--- src/rtl/counter_pkg.sv ---
// Shared definitions for the counter sequencer: op codes, FSM states and
// the shortest-path distance helper used by SEEK.
`default_nettype none

package counter_pkg;

  localparam int DEFAULT_WIDTH = 4;

  localparam logic [1:0] OP_LOAD = 2'b00;
  localparam logic [1:0] OP_UP   = 2'b01;
  localparam logic [1:0] OP_DOWN = 2'b10;
  localparam logic [1:0] OP_SEEK = 2'b11;

  typedef enum logic [1:0] {
    ST_IDLE = 2'd0,
    ST_LOAD = 2'd1,
    ST_RUN  = 2'd2,
    ST_DONE = 2'd3
  } state_t;

  typedef struct packed {
    logic        up;
    logic [31:0] steps;
  } seek_t;

  // Shortest wrap-around path from count to target; a half-circle tie goes up.
  function automatic seek_t seek_distance(input logic [31:0] count,
                                          input logic [31:0] target,
                                          input int unsigned width);
    logic [31:0] mask;
    logic [31:0] d;
    logic [31:0] half;
    seek_t       res;
    mask = (32'd1 << width) - 32'd1;
    d    = (target - count) & mask;
    half = 32'd1 << (width - 1);
    res.up    = (d <= half);
    res.steps = (d <= half) ? d : ((~d + 32'd1) & mask);
    return res;
  endfunction

endpackage

`default_nettype wire

--- src/rtl/counter_sequencer.sv ---
// Command-driven sequencer for one up_down_counter: LOAD, UP/DOWN by N and
// SEEK-to-value, with a one-cycle done pulse carrying the resulting count.
`default_nettype none

module counter_sequencer
  import counter_pkg::*;
#(
  parameter int WIDTH  = DEFAULT_WIDTH,
  parameter int STEP_W = 8
) (
  input  logic              clk,
  input  logic              reset,
  input  logic              cmd_valid,
  output logic              cmd_ready,
  input  logic [1:0]        cmd_op,
  input  logic [WIDTH-1:0]  cmd_value,
  input  logic [STEP_W-1:0] cmd_steps,
  input  logic              abort,
  output logic              cnt_enable,
  output logic              cnt_set,
  output logic [WIDTH-1:0]  cnt_set_value,
  output logic              cnt_up_down,
  input  logic [WIDTH-1:0]  cnt_count,
  output logic              busy,
  output logic              done,
  output logic [WIDTH-1:0]  done_count
);

  state_t              r_state;
  logic [STEP_W-1:0]   r_rem;
  logic                r_cnt_set;
  logic [WIDTH-1:0]    r_cnt_set_value;
  logic                r_cnt_up_down;
  logic                r_done;

  seek_t               w_seek;
  logic [STEP_W-1:0]   w_seek_steps;
  logic                w_unused_seek;

  // STEP_W must be at least WIDTH so a half-circle SEEK distance fits.
  assign w_seek        = seek_distance(32'(cnt_count), 32'(cmd_value), WIDTH);
  assign w_seek_steps  = STEP_W'(w_seek.steps);
  assign w_unused_seek = ^w_seek.steps;

  always_ff @(posedge clk or negedge reset) begin
    if (!reset) begin
      r_state         <= ST_IDLE;
      r_rem           <= '0;
      r_cnt_set       <= 1'b0;
      r_cnt_set_value <= '0;
      r_cnt_up_down   <= 1'b1;
      r_done          <= 1'b0;
    end else begin
      r_cnt_set       <= 1'b0;
      r_cnt_set_value <= '0;
      r_done          <= 1'b0;
      case (r_state)
        ST_IDLE: begin
          if (cmd_valid) begin
            case (cmd_op)
              OP_LOAD: begin
                r_state         <= ST_LOAD;
                r_cnt_set       <= 1'b1;
                r_cnt_set_value <= cmd_value;
              end
              OP_UP, OP_DOWN: begin
                r_rem         <= cmd_steps;
                r_cnt_up_down <= (cmd_op == OP_UP);
                if (cmd_steps == '0) begin
                  r_state <= ST_DONE;
                  r_done  <= 1'b1;
                end else begin
                  r_state <= ST_RUN;
                end
              end
              default: begin
                r_rem         <= w_seek_steps;
                r_cnt_up_down <= w_seek.up;
                if (w_seek_steps == '0) begin
                  r_state <= ST_DONE;
                  r_done  <= 1'b1;
                end else begin
                  r_state <= ST_RUN;
                end
              end
            endcase
          end
        end
        ST_LOAD: begin
          r_state <= ST_DONE;
          r_done  <= 1'b1;
        end
        ST_RUN: begin
          if (abort) begin
            r_state <= ST_DONE;
            r_done  <= 1'b1;
          end else begin
            r_rem <= r_rem - STEP_W'(1);
            if (r_rem == STEP_W'(1)) begin
              r_state <= ST_DONE;
              r_done  <= 1'b1;
            end
          end
        end
        default: begin
          r_state <= ST_IDLE;
        end
      endcase
    end
  end

  // Enable is gated combinationally so an abort suppresses the step in the same cycle.
  assign cnt_enable    = (r_state == ST_RUN) && !abort;
  assign cnt_set       = r_cnt_set;
  assign cnt_set_value = r_cnt_set_value;
  assign cnt_up_down   = r_cnt_up_down;
  assign busy          = (r_state != ST_IDLE);
  assign cmd_ready     = (r_state == ST_IDLE);
  assign done          = r_done;
  assign done_count    = r_done ? cnt_count : '0;

endmodule

`default_nettype wire

--- config.mk ---
export PLATFORM = sky130hd
export DESIGN_NAME = counter_sequencer
export DESIGN_NICKNAME = d
export VERILOG_FILES = /design/src/rtl/counter_pkg.sv /design/src/rtl/counter_sequencer.sv
export SDC_FILE = /design/constraint.sdc
export NUM_CORES = 1
export LEC_CHECK = 0
export CORE_MARGIN = 1
export CORE_UTILIZATION = 45
export DETAILED_ROUTE_END_ITERATION = 7
export GPL_ROUTABILITY_DRIVEN = 0
export HOLD_SLACK_MARGIN = 0.06
export PLACE_DENSITY = 0.83
export SLEW_MARGIN = 20
export SYNTH_ARGS = -nofsm -noshare
export SYNTH_HDL_FRONTEND = slang
export SYNTH_SLANG_ARGS = --single-unit
--- constraint.sdc ---
create_clock -name clk -period 1.8 [get_ports clk]
set_input_delay 0.18 -clock clk [delete_from_list [all_inputs] [get_ports clk]]
set_output_delay 0.18 -clock clk [all_outputs]
set_load 0.01 [all_outputs]
==> results of run 1 <==
[area by class of cell]
| type | count | share of cell area |
|---|---|---|
| flip-flops and latches | 17 | 0.206 |
| well taps | 31 | 0.0188 |
| multi-input cells | 118 | 0.463 |
| inverters | 18 | 0.0387 |
| repair buffers | 60 | 0.260 |
| clock buffers | 4 | 0.0127 |
[synthesized netlist by cell type, types with 2 or more instances]
library cell / n
xnor2_2: 2
o31a_1: 2
inv_1: 18
and2_1: 7
a21oi_1: 11
nor2_1: 11
a32oi_1: 2
nor2b_1: 2
nor4_1: 2
a41oi_1: 2
a211o_1: 2
nand3_1: 3
and3_1: 2
nand2_1: 11
nand4_1: 2
a211oi_1: 2
clkbuf_1: 3
ha_1: 14
dfrtp_1: 16
o21ai_0: 5
o21ai_1: 6
[power by group]
part	internal [mW]	leakage, nW	total, mW	switching [mW]
Sequential	0.527	0.216	0.686	0.160
Combinational	0.845	0.684	1.73	0.883
Clock	0.0866	0.0150	0.218	0.132
Total	1.46	0.915	2.63	1.17
[logic make-up (layout without fill, tap and decap cells)]
family	Yosys count	in the layout	share of synthesized area
buffers and inverters	22	82	0.0606
adders and majority gates	15	15	0.141
DFF	17	17	0.309
xor gates and xnor gates	4	4	0.0362
and+or+nand+nor	51	51	0.202
muxes	1	1	0.00724
AOI/OAI and AO/OA	47	47	0.244
[sequential cells by signal, indices dropped and copies added (netlist names)]
register	cells
r_rem	8
cnt_set_value	4
r_state	2
cnt_set	1
cnt_up_down	1
done	1
[routing by layer]
| layer | vias to the layer above | part of all wire | GRT usage |
|---|---|---|---|
| li1 | 683 | - | - |
| met1 | 709 | 0.40 | 0.290 |
| met2 | 56 | 0.51 | 0.462 |
| met3 | 11 | 0.063 | 0.0408 |
| met4 | 0 | 0.027 | 0.125 |
| met5 | - | 0 | 0 |
[worst paths after layout]
| path | end | depth (start not counted) | slack, ns |
|---|---|---|---|
| setup reg to reg | r_rem[1]$_DFFE_PN0P_ | 8 | 0.10 |
| hold / removal | cnt_set_value[1]$_DFF_PN0_ | 2 | 0.16 |
| max in group asynchronous | cnt_up_down$_DFFE_PN1P_ | 2 | 1.35 |
| hold reg to reg | r_rem[7]$_DFFE_PN0P_ | 2 | 0.52 |
| min in group asynchronous | r_rem[3]$_DFFE_PN0P_ | 2 | 0.19 |
| setup / recovery | done$_DFF_PN0_ | 13 | -0.05 |
[repair_timing]
action / 4_1_cts / 5_1_grt
buffers inserted: 6 / 3
pin swaps: 10 / 9
gates resized for setup: 25 / 7
endpoints found under the setup margin: 9 / 8
[stage by stage]
| stage | std cells | hold WS [ns] |
|---|---|---|
| after floorplan | 157 | -0.116 |
| after global placement | 235 | 0.489 |
| after detailed placement | 235 | 0.501 |
| after CTS | 245 | 0.181 |
| after global routing | 248 | 0.162 |
| final | 248 | 0.157 |
[critical path, delay by kind of cell]
kind	cells	cell delay (ns)
adders and majority gates	3	0.76
AOI/OAI and AO/OA	3	0.56
and+or+nand+nor	1	0.08
buffers and inverters	6	0.48
==> metrics.csv, run 1 <==
metric,value,unit
max_freq,541,MHz
drt_iter0_markers,47,
start_util,0.489,
fin_tns_setup,-0.0773,ns
hold_buffers,0,
ys_ff_latch,17,
fillCellCount,203,
layout_min_cycle_time,1.85,ns
rsz0062_at_grt,true,
dr.pass1.iters,6,
cap_violations,0,
drc,2,
grt_max_degree,21,
violations,"DRC, setup timing",
synthArstFlopShare,1.00,
area_growth,49.6,%
dpl.hpwl,2820,um
startpoint,cmd_value[0],
powerDensity,1270,mW/mm^2
crit_fanout,2,
yosysWarnings,0,
grt-ovfl-total,0,
synthDistinctLibCells,53,
finalClockSkew,0.00515,ns
antenna_found_initial,0,
core-area,0.00283,mm^2
cts.sinks,17,
crit_required,2.02,ns
crit_path_start_kind,primary input,
final_common_cell,clkdlybuf4s50_1,
grt_pass1_wl,6420,um
p_leak,0.915,nW
critPathArrivalTime,2.07,ns
tightest_slew,0.325,ns
cts_tree,yes,
cts_buffers,3,
worstReg2RegStart,r_state[0]$_DFFE_PN0P_,
clk_pin_slew,0.10,ns
end_kind,register,
wirelength,3920,um
crit_type,in -> reg,
yosysTopAreaCell,dfrtp_1,
slowest_delay,0.47,ns
clockBufferDepth,2,
route.vias.total,1459,
setup_viol,2,
area.sequential,427,um^2
wl_per_cell,15.8,um
fin_area,0.00207,mm^2
syn-num-nets,194,
netlist_area,0.00138,mm^2
synth_top_cell_area_share,0.290,
slew-limit-headroom,0.783,
multi_input_area,958,um^2
ys_seq_area_frac,0.309,
drive_gt1_frac,0.258,
dieWidth,57.4,um
placedInstanceArea,0.00191,mm^2
min_from,cmd_value[1],
crit_slowest_cell,fa_1,
ios,36,
grt_use_total,0.256,
first_global_vias,1461,
ys_top_cells_by_area,"dfrtp_1 (29%), ha_1 (13%), inv_1 (4.9%), a21oi_1 (4.0%), and2_1 (3.2%)",
clk_latency,0.30,ns
hold_violations,0,
final_util,0.731,
synth_top_flop_cell,dfrtp_1,
cts-root-buf,clkbuf_4,
portBuffers,35,
dp_slack,-0.867,ns
vdd_drop_max,0.000756,V
hold_class,in -> reg,
drv_slew,0,
final_cell_mix,"clkdlybuf4s50_1 (29), buf_4 (23), dfrtp_1 (16)",
antenna_left,0,
netlist_instances,157,
cp_cell_sequence,buf_8 > inv_12 > ha_4 > inv_2 > fa_1 > inv_2 > buf_4 > buf_4 > ha_1 > nand2_1 > a211oi_2 > a41oi_2 > a311oi_2,
dieArea,0.00330,mm^2
status,"finished, violations left",
fp-row-count,19,
htree_levels,1,
finalNetCount,255,
fin_ws,-0.0487,ns
syn_avg_cell_area,8.81,um^2
antennaDiodeCount,0,
fin_crit_sh,1.03,
finalPower,2.63,mW
viasPerCell,5.88,
synth_edf_count,0,
fp.dieH,57.4,um
No activity file was read; power rests on OpenSTA's default activity.
==> run 2: changes to the inputs <==
--- a/config.mk
+++ b/config.mk
@@ -5,12 +5,13 @@
 export SDC_FILE = /design/constraint.sdc
 export NUM_CORES = 1
 export LEC_CHECK = 0
+export CORE_ASPECT_RATIO = 1.2
 export CORE_MARGIN = 1
-export CORE_UTILIZATION = 45
+export CORE_UTILIZATION = 49
 export DETAILED_ROUTE_END_ITERATION = 7
 export GPL_ROUTABILITY_DRIVEN = 0
 export HOLD_SLACK_MARGIN = 0.06
-export PLACE_DENSITY = 0.83
+export PLACE_DENSITY = 0.88
 export SLEW_MARGIN = 20
 export SYNTH_ARGS = -nofsm -noshare
 export SYNTH_HDL_FRONTEND = slang
==> constraint.sdc (replaced) <==
create_clock -name clk -period 1.75 [get_ports clk]
set_input_delay 0.175 -clock clk [delete_from_list [all_inputs] [get_ports clk]]
set_output_delay 0.175 -clock clk [all_outputs]
set_load 0.01 [all_outputs]
==> run 2 against run 1 <==
  * The flow finishes with violations (setup timing)
  * Sequential power decreased by 2%
  * Sequential cell count unchanged
  * Core utilization increased by 9.7 points
  * First-iteration DRC count increased by 32%
  * Register-to-register slack got worse by 0.07 ns
  * Critical path depth decreased by 2
  * Critical endpoint unchanged
==> metrics.csv, run 2 (same netlist as run 1, synthesis figures left out) <==
metric,value,unit
status,"finished, violations left",
violations,setup timing,
ios,36,
layout_min_cycle_time,2.01,ns
grt-ovfl-total,0,
min_from,cmd_value[0],
slew-limit-headroom,0.774,
regMostFlops,r_rem,
crit_type,in -> reg,
drv_slew,0,
dieArea,0.00304,mm^2
grt_max_degree,21,
powerDensity,1390,mW/mm^2
cts.sinks,17,
final-instance-count-excl-fill,257,
fin_tns_setup,-0.618,ns
fin_crit_sh,1.15,
crit_slowest_cell,fa_1,
cp_cell_sequence,buf_8 > inv_12 > ha_4 > inv_2 > fa_1 > inv_2 > ha_4 > nand4b_1 > a211oi_2 > a41oi_2 > a311oi_2,
route.vias.total,1554,
crit_fanout,3,
start_util,0.531,
clk_latency,0.29,ns
fp-row-count,20,
setup_viol,5,
core-area,0.00260,mm^2
fillCellCount,161,
cts_tree,yes,
holdWs,0.185,ns
antenna_left,0,
critPathArrivalTime,2.22,ns
fp.dieH,60.2,um
path_buf_inv,4,
final_util,0.828,
max_freq,497,MHz
fin_ws,-0.261,ns
htree_levels,1,
grt_use_total,0.310,
hold_depth,4,
hold_violations,0,
viasPerCell,6.05,
dieWidth,50.5,um
dp_cells,243,
worstReg2RegEnd,r_rem[3]$_DFFE_PN0P_,
finalNetCount,262,
drc,0,
final_cell_mix,"buf_4 (30), clkdlybuf4s50_1 (28), dfrtp_1 (16)",
tightest_slew,0.338,ns
worstReg2RegStart,r_state[1]$_DFFE_PN0P_,
antenna_found_initial,0,
crit_path_start_kind,primary input,
crit_required,1.96,ns
slowest_delay,0.51,ns
portBuffers,35,
largest_register_ffs,8,
area_growth,55.8,%
cts-root-buf,clkbuf_4,
finalPower,2.99,mW
end_kind,register,
reg2reg_slack,0.03,ns
clockBufferDepth,2,
dpl.hpwl,2950,um
p_leak,0.955,nW
finalClockSkew,0.00996,ns
vdd_drop_max,0.000865,V
rsz0062_at_grt,true,
drive_gt1_frac,0.299,
first_global_vias,1530,
hold_class,in -> reg,
r2r_cells,8,
clk_pin_slew,0.10,ns
crit_family,adder cells,
wl_per_cell,18.0,um
cts_buffers,3,
dr.pass1.iters,4,
wirelength,4620,um
final_common_cell,buf_4,
hold_end,cnt_set_value[0]$_DFF_PN0_,
antennaDiodeCount,0,
drt_iter0_markers,62,
cap_violations,0,
grt_pass1_wl,6820,um
[run 2: report_power, final]
part | internal, mW | total (mW) | switching [mW]
registers | 0.542 | 0.671 | 0.129
clock network | 0.0887 | 0.214 | 0.126
logic | 1.04 | 2.10 | 1.07
[run 2: through the flow]
| stage | setup WS, ns | area (um^2) |
|---|---|---|
| after floorplan | -0.175 | 1420 |
| after global placement | -0.808 | 1960 |
| after detailed placement | -0.884 | 1960 |
| after CTS | -0.177 | 2070 |
| after global routing | -0.315 | 2150 |
| final | -0.261 | 2150 |
[run 2: what timing repair did]
action,CTS,global route
setup buffers,6,4
hold buffers,0,0
resized for setup,28,8
pin swaps,8,6
setup endpoints to repair,9,8
cloned,0,0
[run 2: tightest hold or removal path, stage by stage]
cell and delay [ns]:
buf_8 0.11, inv_12 0.04, buf_4 0.09, nor3_1 0.04
[run 2: per-layer routing]
metal  vias up  routed length (um)  GRT usage
met5         -                   0          0
met4         0                 279      0.210
met3        20                 291     0.0433
met2        99                2370      0.566
met1       731                1680      0.329
li1        704                   -          -
[run 2: worst max path at each step]
stage               slack [ns]         start             end  cells past startpoint
finish                   -0.26  cmd_value[0]  done$_DFF_PN0_                     11
global route             -0.31  cmd_value[0]  done$_DFF_PN0_                     11
CTS                      -0.18  cmd_value[0]  done$_DFF_PN0_                     11
detailed placement       -0.88  cmd_value[0]  done$_DFF_PN0_                     11
global placement         -0.81  cmd_value[0]  done$_DFF_PN0_                     11
floorplan                -0.17  cmd_value[0]  done$_DFF_PN0_                     10
[run 2: layout make-up]
type | count | area [um^2] | share of cell area
well taps | 33 | 41.3 | 0.0192
multi-input cells | 118 | 987 | 0.458
repair buffers | 67 | 593 | 0.275
inverters | 18 | 80.1 | 0.0372
clock buffers | 4 | 26.3 | 0.0122
flip-flops and latches | 17 | 427 | 0.198
==> run 3: changes to the inputs <==
--- a/config.mk
+++ b/config.mk
@@ -7,11 +7,11 @@
 export LEC_CHECK = 0
 export CORE_ASPECT_RATIO = 1.2
 export CORE_MARGIN = 1
-export CORE_UTILIZATION = 49
+export CORE_UTILIZATION = 44
 export DETAILED_ROUTE_END_ITERATION = 7
 export GPL_ROUTABILITY_DRIVEN = 0
 export HOLD_SLACK_MARGIN = 0.06
-export PLACE_DENSITY = 0.88
+export PLACE_DENSITY = 0.84
 export SLEW_MARGIN = 20
 export SYNTH_ARGS = -nofsm -noshare
 export SYNTH_HDL_FRONTEND = slang
==> constraint.sdc (replaced) <==
create_clock -name clk -period 1.6 [get_ports clk]
set_input_delay 0.16 -clock clk [delete_from_list [all_inputs] [get_ports clk]]
set_output_delay 0.16 -clock clk [all_outputs]
set_load 0.01 [all_outputs]
==> run 3 against run 2 <==
  * The run still ends with setup timing left
  * Sequential share of layout area decreased by 1.8 points
  * Critical path depth stayed put
  * Design area grew 10%
  * Critical path type unchanged
  * Die area grew 11%
  * Worst hold slack worse by 0.10 ns
  * Sequential power up 11%
  * Combinational power rose by 29%
  * First-iteration DRC count stayed put
  * Via count up 5.8%
  * Sequential cell count unchanged
==> metrics.csv, run 3 (same netlist as run 1, synthesis figures left out) <==
metric,value,unit
fin_ws,-0.330,ns
finalNetCount,271,
layout_min_cycle_time,1.93,ns
cp_cell_sequence,buf_8 > inv_12 > ha_4 > inv_2 > fa_1 > inv_2 > ha_4 > nand4b_1 > a211oi_2 > a41oi_2 > a311oi_2,
final-instance-count-excl-fill,267,
setup_viol,7,
clk_latency,0.31,ns
cts-root-buf,clkbuf_4,
dp_slack,-1.08,ns
placedInstanceArea,0.00202,mm^2
p_leak,1.13,nW
area_growth,71.4,%
ios,36,
use_met1,0.329,
drive_gt1_frac,0.386,
slowest_delay,0.55,ns
grt_use_total,0.320,
final_cell_mix,"buf_4 (33), clkdlybuf4s50_1 (21), dfrtp_1 (16)",
hold_class,in -> reg,
drc,0,
largest_register_ffs,8,
max_freq,518,MHz
crit_required,1.82,ns
final_common_cell,buf_4,
cts.sinks,17,
rsz0062_at_grt,true,
grt.busiest_layer,met2,
met2_usage,0.554,
drv_slew,0,
fp.dieH,63.4,um
status,"finished, violations left",
vdd_drop_max,0.00101,V
use_met3,0.0435,
dpl.hpwl,3220,um
clk_pin_slew,0.11,ns
antennaDiodeCount,0,
start_util,0.478,
cap_violations,0,
antenna_left,0,
grt_max_degree,21,
cts_tree,yes,
fin_area,0.00237,mm^2
htree_levels,1,
wl_per_cell,19.9,um
tightest_slew,0.379,ns
dr.pass1.iters,5,
route.vias.total,1644,
hold_violations,0,
fin_crit_sh,1.21,
powerDensity,1560,mW/mm^2
finalClockSkew,0.00396,ns
core-area,0.00289,mm^2
fp-row-count,21,
reg2reg_slack,-0.11,ns
final_util,0.820,
clockBufferDepth,2,
holdWs,0.0837,ns
crit_fanout,3,
grt-ovfl-total,0,
crit_path_start_kind,primary input,
drt_iter0_markers,62,
crit_slowest_cell,fa_1,
regMostFlops,r_rem,
crit_type,in -> reg,
cts_buffers,3,
viasPerCell,6.16,
first_global_vias,1723,
wirelength,5310,um
critPathArrivalTime,2.15,ns
portBuffers,35,
end_kind,register,
slew-limit-headroom,0.746,
dieWidth,53.2,um
antenna_found_initial,0,
dieArea,0.00337,mm^2
dp_cells,249,
fillCellCount,173,
violations,setup timing,
grt_pass1_wl,7690,um
run 3: cell count changes in the layout (fill, tap and decap cells not counted), sizes merged:
| cell | delta |
|---|---|
| buf | +10 |
| clkdlybuf4s15 | +2 |
| clkbuf | -1 |
| dlygate4sd2 | -3 |
| dlymetal6s2s | +7 |
| clkinv | +1 |
| clkdlybuf4s50 | -7 |
run 3: critical path, delay by kind of cell:
kind / cells / cell delay [ns]
buf+inv: 4 / 0.25
fa+ha+maj: 3 / 0.82
compound gates: 3 / 0.66
simple gates: 1 / 0.24
run 3: repair_timing:
| action | in CTS | in global routing |
|---|---|---|
| endpoints found under the setup margin | 11 | 18 |
| gates resized for setup | 43 | 27 |
| buffers inserted | 8 | 7 |
| pin swaps | 11 | 12 |
| hold buffers | 0 | 0 |
run 3: layer usage:
metal / wire length, um / part of all wire
met5: 0 / 0
met4: 312 / 0.059
met3: 340 / 0.064
met2: 2830 / 0.53
met1: 1820 / 0.34
run 3: path summary, 6_finish.rpt:
kind                                             start                          to  depth (start not counted)
min in group asynchronous                        reset        r_rem[4]$_DFFE_PN0P_                          2
worst min register to register    r_rem[1]$_DFFE_PN0P_        r_rem[1]$_DFFE_PN0P_                          2
worst min-delay path                      cmd_value[0]  cnt_set_value[0]$_DFF_PN0_                          3
max in group asynchronous                        reset     cnt_up_down$_DFFE_PN1P_                          2
worst max-delay path                      cmd_value[0]              done$_DFF_PN0_                         11
worst max register to register  r_state[1]$_DFFE_PN0P_        r_rem[2]$_DFFE_PN0P_                          8
run 3: report_power, final:
part | switching (mW) | internal [mW] | total [mW]
Clock | 0.161 | 0.0936 | 0.255
Sequential | 0.155 | 0.593 | 0.747
Combinational | 1.34 | 1.36 | 2.70
Total | 1.66 | 2.04 | 3.70
run 3: final cells by class:
type | count | area [um^2] | area share
multi-input combinational | 118 | 1090 | 0.461
inverter | 18 | 80.1 | 0.0338
tap | 34 | 42.5 | 0.0180
sequential | 17 | 427 | 0.180
timing repair buffer | 76 | 699 | 0.295
clock buffer | 3 | 22.5 | 0.00950
clock inverter | 1 | 5.00 | 0.00211
run 3: metrics by stage:
step | total power [mW] | TNS, ns
after floorplan | 1.92 | -0.743
after global placement | 2.65 | -5.33
after detailed placement | 2.77 | -6.21
after CTS | 3.33 | -0.868
after global routing | 3.92 | -1.83
final | 3.70 | -1.28
